### config.mk
export PLATFORM = sky130hd
export DESIGN_NAME = l2_mem_arbiter
export DESIGN_NICKNAME = d
export VERILOG_FILES = /design/src/rtl/l2_mem_arbiter.sv
export SDC_FILE = /design/constraint.sdc
export NUM_CORES = 1
export LEC_CHECK = 0
export ABC_AREA = 1
export BUFFER_PORTS_ARGS = -buffer_cell sky130_fd_sc_hd__buf_2
export CAP_MARGIN = 10
export CORE_AREA = 2 2 287 289
export CTS_CLUSTER_DIAMETER = 100
export DETAILED_ROUTE_END_ITERATION = 12
export DIE_AREA = 0 0 289 291
export GPL_TIMING_DRIVEN = 0
export PLACE_DENSITY = 0.42
export SLEW_MARGIN = 10
export SYNTH_ARGS = -nofsm -noshare
export SYNTH_HDL_FRONTEND = slang
export SYNTH_SLANG_ARGS = --single-unit
### constraint.sdc
create_clock -name clk -period 5.6 [get_ports clk]
set_clock_uncertainty 0.15 [all_clocks]
set_input_delay 0.56 -clock clk [delete_from_list [all_inputs] [get_ports clk]]
set_output_delay 0.56 -clock clk [all_outputs]
set_load 0.02 [all_outputs]
### src/rtl/l2_mem_arbiter.sv
// rtl/l2_mem_arbiter.sv - round-robin arbiter sharing one L2 port between I-cache and D-cache miss paths
module l2_mem_arbiter #(
  parameter int LINE_W = 128,
  parameter int ADDR_W = 16,
  parameter int CNT_W  = 16
) (
  input  logic              clk,
  input  logic              reset_n,
  input  logic              i_read,
  input  logic [ADDR_W-1:0] i_address,
  output logic [LINE_W-1:0] i_rdata,
  output logic              i_resp,
  input  logic              d_read,
  input  logic              d_write,
  input  logic [ADDR_W-1:0] d_address,
  input  logic [LINE_W-1:0] d_wdata,
  output logic [LINE_W-1:0] d_rdata,
  output logic              d_resp,
  output logic              l2_read,
  output logic              l2_write,
  output logic [ADDR_W-1:0] l2_address,
  output logic [LINE_W-1:0] l2_wdata,
  input  logic [LINE_W-1:0] l2_rdata,
  input  logic              l2_resp,
  output logic [CNT_W-1:0]  i_grant_cnt,
  output logic [CNT_W-1:0]  d_grant_cnt
);

  typedef enum logic [1:0] {IDLE, SERVE_I, SERVE_D} state_t;

  state_t              r_state;
  logic                r_last_d;
  logic                r_l2_read;
  logic                r_l2_write;
  logic [ADDR_W-1:0]   r_l2_address;
  logic [LINE_W-1:0]   r_l2_wdata;
  logic [CNT_W-1:0]    r_i_cnt;
  logic [CNT_W-1:0]    r_d_cnt;

  logic w_i_req;
  logic w_d_req;
  logic w_grant_i;
  logic w_grant_d;

  assign w_i_req   = i_read;
  assign w_d_req   = d_read | d_write;
  // On a tie the side that was not served last wins.
  assign w_grant_i = w_i_req & (~w_d_req | r_last_d);
  assign w_grant_d = w_d_req & ~w_grant_i;

  always_ff @(posedge clk or negedge reset_n) begin
    if (!reset_n) begin
      r_state      <= IDLE;
      r_last_d     <= 1'b1;
      r_l2_read    <= 1'b0;
      r_l2_write   <= 1'b0;
      r_l2_address <= '0;
      r_l2_wdata   <= '0;
      r_i_cnt      <= '0;
      r_d_cnt      <= '0;
    end else begin
      case (r_state)
        IDLE: begin
          if (w_grant_i) begin
            r_state      <= SERVE_I;
            r_last_d     <= 1'b0;
            r_l2_read    <= 1'b1;
            r_l2_write   <= 1'b0;
            r_l2_address <= i_address;
            r_l2_wdata   <= '0;
            if (r_i_cnt != '1) r_i_cnt <= r_i_cnt + 1'b1;
          end else if (w_grant_d) begin
            // A simultaneous read+write is treated as a write-back.
            r_state      <= SERVE_D;
            r_last_d     <= 1'b1;
            r_l2_read    <= ~d_write;
            r_l2_write   <= d_write;
            r_l2_address <= d_address;
            r_l2_wdata   <= d_wdata;
            if (r_d_cnt != '1) r_d_cnt <= r_d_cnt + 1'b1;
          end
        end
        SERVE_I, SERVE_D: begin
          if (l2_resp) begin
            r_state      <= IDLE;
            r_l2_read    <= 1'b0;
            r_l2_write   <= 1'b0;
            r_l2_address <= '0;
            r_l2_wdata   <= '0;
          end
        end
        default: r_state <= IDLE;
      endcase
    end
  end

  assign l2_read     = r_l2_read;
  assign l2_write    = r_l2_write;
  assign l2_address  = r_l2_address;
  assign l2_wdata    = r_l2_wdata;
  assign i_grant_cnt = r_i_cnt;
  assign d_grant_cnt = r_d_cnt;

  assign i_resp  = (r_state == SERVE_I) & l2_resp;
  assign d_resp  = (r_state == SERVE_D) & l2_resp;
  assign i_rdata = i_resp ? l2_rdata : '0;
  assign d_rdata = d_resp ? l2_rdata : '0;

endmodule

---- After elaboration in Yosys (flattened, before gate mapping) ----
Index checks and enable logic that the tools add are counted.
word-level totals
  bits in registers ....................... 181
  word-level logic and storage cells ...... 57
operators by class
  $add $sub $neg .......................... 2
  equality and inequality tests ........... 6
  muxes and demuxes ....................... 23
  bitwise operators ....................... 9
  reductions and logical operators ........ 9
operators by type and width
  operator               number
  $mux 128               5
  $pmux 128 s2           1
  $mux 16                3
  $add 16x1->16 const B  2
  $ne 16x16->1 const B   2
  $pmux 16 s2            1
  $mux 1                 7
  $mux 2                 3
  $reduce_and 3->1       2
  $and 1x1->1            4
  $pmux 1 s2             2
  $pmux 2 s2             1
  $reduce_and 2->1       2
  $reduce_and 4->1       1
  $reduce_bool 2->1      2
  $ne 3x3->1 const B     1
  $not 1->1              3
  $eq 2x1->1 const B     1
  $eq 2x2->1 const B     1
  $logic_not 2->1        1
  $ne 2x2->1 const B     1
  $or 1x1->1             2
  $reduce_or 2->1        1

---- Longest topological paths before layout ----
  depth after elaboration ................. 9
  depth in mapped cells ................... 10
  depth with buffers taken out ............ 9

---- Least setup slack after synthesis ----
OpenSTA, ideal clock, no wires.
  path type ............................... reg-to-output
  start ................................... register r_state[0]
  end ..................................... output d_resp
  arrival ................................. 1.395 ns
  required time ........................... 4.890 ns
  setup slack ............................. 3.495 ns
  cell stages (with the launch flop) ...... 7
  buffers on the path ..................... 2
  path through ............................ dfrtp_1 inv_1 ha_1 nand2_1 clkbuf_1 buf_1 inv_1
between the ends
  longest elaborated chain between the ends .. 2
ends and longest elaborated chain
  element                 RTL line  text
  from (decl)             31        state_t r_state;
  from (signal assigned)  53        r_state <= IDLE;
  from (signal assigned)  65        r_state <= SERVE_I;
  from (signal assigned)  74        r_state <= SERVE_D;
  $eq 2x2->1              105       assign d_resp = (r_state == SERVE_D) & l2_resp;
  $and 1x1->1             105
  to (decl)               18        output logic d_resp,
No other way between the ends.

---- Worst setup path in the final report ----
  start ................................... register r_state[1]
  end ..................................... output i_rdata[106]
between the ends
  longest elaborated chain between the ends .. 3
ends and longest elaborated chain
  element      RTL line  text
  $eq 2x1->1   104       assign i_resp = (r_state == SERVE_I) & l2_resp;
  $and 1x1->1  104
  $mux 128     106       assign i_rdata = i_resp ? l2_rdata : '0;
  to (decl)    11        output logic [LINE_W-1:0] i_rdata,
No other way between the ends.

==> impl_metrics.yaml <==
status:
  status: "finished, final reports clean"
placed_design:
  place_hpwl_mm: 56.6
  gp_congestion: 0.824
  dpl_worst_slack_ns: 2.10
  portBuffers: 729
cells_and_area:
  areaGrowthSynthToFinish_pct: 59.3
  nFillCells: 9378
  post-route-util_pct: 19.0
  layout.nets: 2473
  final_cell_mix: "756 x buf_2, 493 x nand2_1, 294 x nor2_1"
  multiInputGateArea_mm2: 0.00416
  seq_area_mm2: 0.00453
  layout-drive-gt1-share_pct: 37.0
  layout_commonest_cell: "buf_2"
power:
  ir_drop_mv: 0.331
  leakagePower_nw: 9.63
  pwr_density_cell_mw_per_mm2: 528
sta:
  rsz0062_at_grt: "no"
  finalHoldViolCount: 0
  period_share_pct: 67.6
  maxSlewHeadroom_pct: 29.3
  slew_violations: 0
  setup_viol: 0
  setup_slack_ns: 1.81
  worst-slew-pin-transition_ns: 1.06
  fin_tns_setup_ns: 0
  finalCriticalPeriod_ns: 3.79
  fmax_mhz: 264
worst_hold_path:
  hp-class: "input port to register"
setup_path:
  required_ns: 4.89
  startpoint_type: "register"
  cp.arrival_ns: 3.08
  crit_fanout: 10
  worstSetupPathType: "register to primary output"
  cpPeakStageDelay_ns: 0.68
  timing.critical_path.mode_cell: "clkbuf_1"
  ff2ff_setup_slack_ns: 2.41
  cpMaxStageDelayCell: "clkbuf_1"
  crit_chain: "inv_1 -> ha_1 -> nand2_1 -> clkbuf_1 -> clkbuf_1 -> nor2_1 -> buf_2"
  critPathCaptureType: "primary output"
grt:
  grt_usage_pct: 15.5
  grt.overflow.total: 0
  grt_first_pass_wirelength_mm: 90.3
  antenna_found_initial: 38
  grt_max_degree: 96
  grt_pass1_vias: 11540
cts:
  cts_tree: "built"
  cts_buffers: 17
  cts_hold_buf: 1
  ctsResizeCount: 0
  htreeDepth: 4
  max-clock-path-buffers: 2
  postCtsSetupBuffers: 0
  clockRootBuffer: "clkbuf_16"
  clk_pin_slew_worst_paths_ns: 0.08
  cts_sinks: 181
  clk_latency_ns: 0.49
logic_synthesis:
  syn-num-nets: 1723
  synth_cell_types: 22
  yosysSeqAreaShare_pct: 46.9
  syn_area_per_cell_um2: 6.78
  ys_seq_elements: 181
  synth-warning-count: 0
  synthCells: 1424
  synth_area_mm2: 0.00966
floorplanning:
  die_w_um: 289
  die_h_um: 291
  core-area_mm2: 0.0812
  start_util_pct: 11.9
  dieArea_mm2: 0.0841
  row_count: 105
  ioPinCount: 730
routing:
  vias: 11903
  wire_per_inst_um: 20.5
  viasPerCell: 3.65
  drt-initial-drc-count: 565
  drt-total-wl_mm: 67.1
  route.detailed.drc: 0
  antenna_left: 0
  firstDrtPassIters: 5
run:
  cap_violations: 0
## synth_stat cells, drive strengths merged
master / number / area [um^2]
a21oi: 2 / 10.0
buf: 43 / 223
clkbuf: 39 / 146
dfrtp: 180 / 4500
dfstp: 1 / 26.3
ha: 5 / 62.6
inv: 159 / 597
nand2: 494 / 1860
nand3: 164 / 821
nand4: 12 / 75.1
nor2: 298 / 1130
nor3: 1 / 5.00
o21ai: 12 / 75.1
xnor2: 8 / 70.1
xor2: 6 / 52.6
## path summary, 6_finish.rpt
kind | from | end | cells past startpoint
worst max register to register | r_state[0] | l2_wdata[52] | 9
worst min register to register | l2_wdata[21] | l2_wdata[21] | 2
worst min-delay path | d_wdata[23] | l2_wdata[23] | 3
worst max-delay path | r_state[1] | i_rdata[106] | 7
min in group asynchronous | reset_n | i_grant_cnt[4] | 2
max in group asynchronous | reset_n | l2_wdata[42] | 3
## worst max-delay path: cells and delay by family (launching register included)
kind	cells	cell delay (ns)
adder cells (fa/ha/maj)	1	0.18
buffers and inverters	4	1.58
flip-flops	1	0.36
AND/OR/NAND/NOR	2	0.45
## layout make-up
| class | instances | area share [%] |
|---|---|---|
| well taps | 1070 | 8.70 |
| flip-flops and latches | 181 | 29.4 |
| clock buffers | 18 | 2.85 |
| multi-input cells | 1002 | 27.0 |
| plain buffers | 82 | 2.40 |
| repair buffers | 731 | 24.0 |
| inverters | 159 | 3.88 |
| clock inverters | 14 | 1.54 |
| diodes | 8 | 0.130 |
## sequential cells by signal (all words and copies together) (netlist names)
signal       count
l2_wdata       128
d_grant_cnt     16
i_grant_cnt     16
l2_address      16
r_state          2
l2_read          1
l2_write         1
r_last_d         1
## cell families (layout without fill, tap and decap cells)
family,count (synthesis),count (layout),share of synthesized area (%)
simple gates,969,969,40.3
flops,181,181,46.9
xor+xnor,14,14,1.27
buf+inv,241,1004,10.0
fa+ha+maj,5,5,0.648
compound gates,14,14,0.881
other cells,0,8,0
## per-layer routing
metal | vias to the layer above | global-route usage [%] | wire [um]
li1 | 5787 | - | -
met1 | 5505 | 18.8 | 28400
met2 | 513 | 26.2 | 32500
met3 | 88 | 4.04 | 4430
met4 | 10 | 5.19 | 1720
met5 | - | 0 | 65
## where the power goes
group / leakage [nW] / switching, mW / total (mW) / internal [mW]
Clock: 0.320 / 0.627 / 1.44 / 0.817
Combinational: 6.90 / 3.51 / 4.73 / 1.22
Sequential: 2.40 / 0.234 / 1.95 / 1.72
Total: 9.63 / 4.37 / 8.12 / 3.75
## per-stage QoR
stage / hold WS, ns / total power, mW / std cells / instance area [um^2]
after global placement: 0.309 / 6.80 / 3223 / 14600
final: 0.126 / 8.12 / 3265 / 15400
after global routing: 0.108 / 8.73 / 3262 / 15400
after detailed placement: 0.309 / 6.78 / 3224 / 14700
after CTS: 0.0772 / 8.27 / 3257 / 15400
after floorplan: 0.114 / 4.67 / 1424 / 9660
Power figures use the tool's default switching activity.
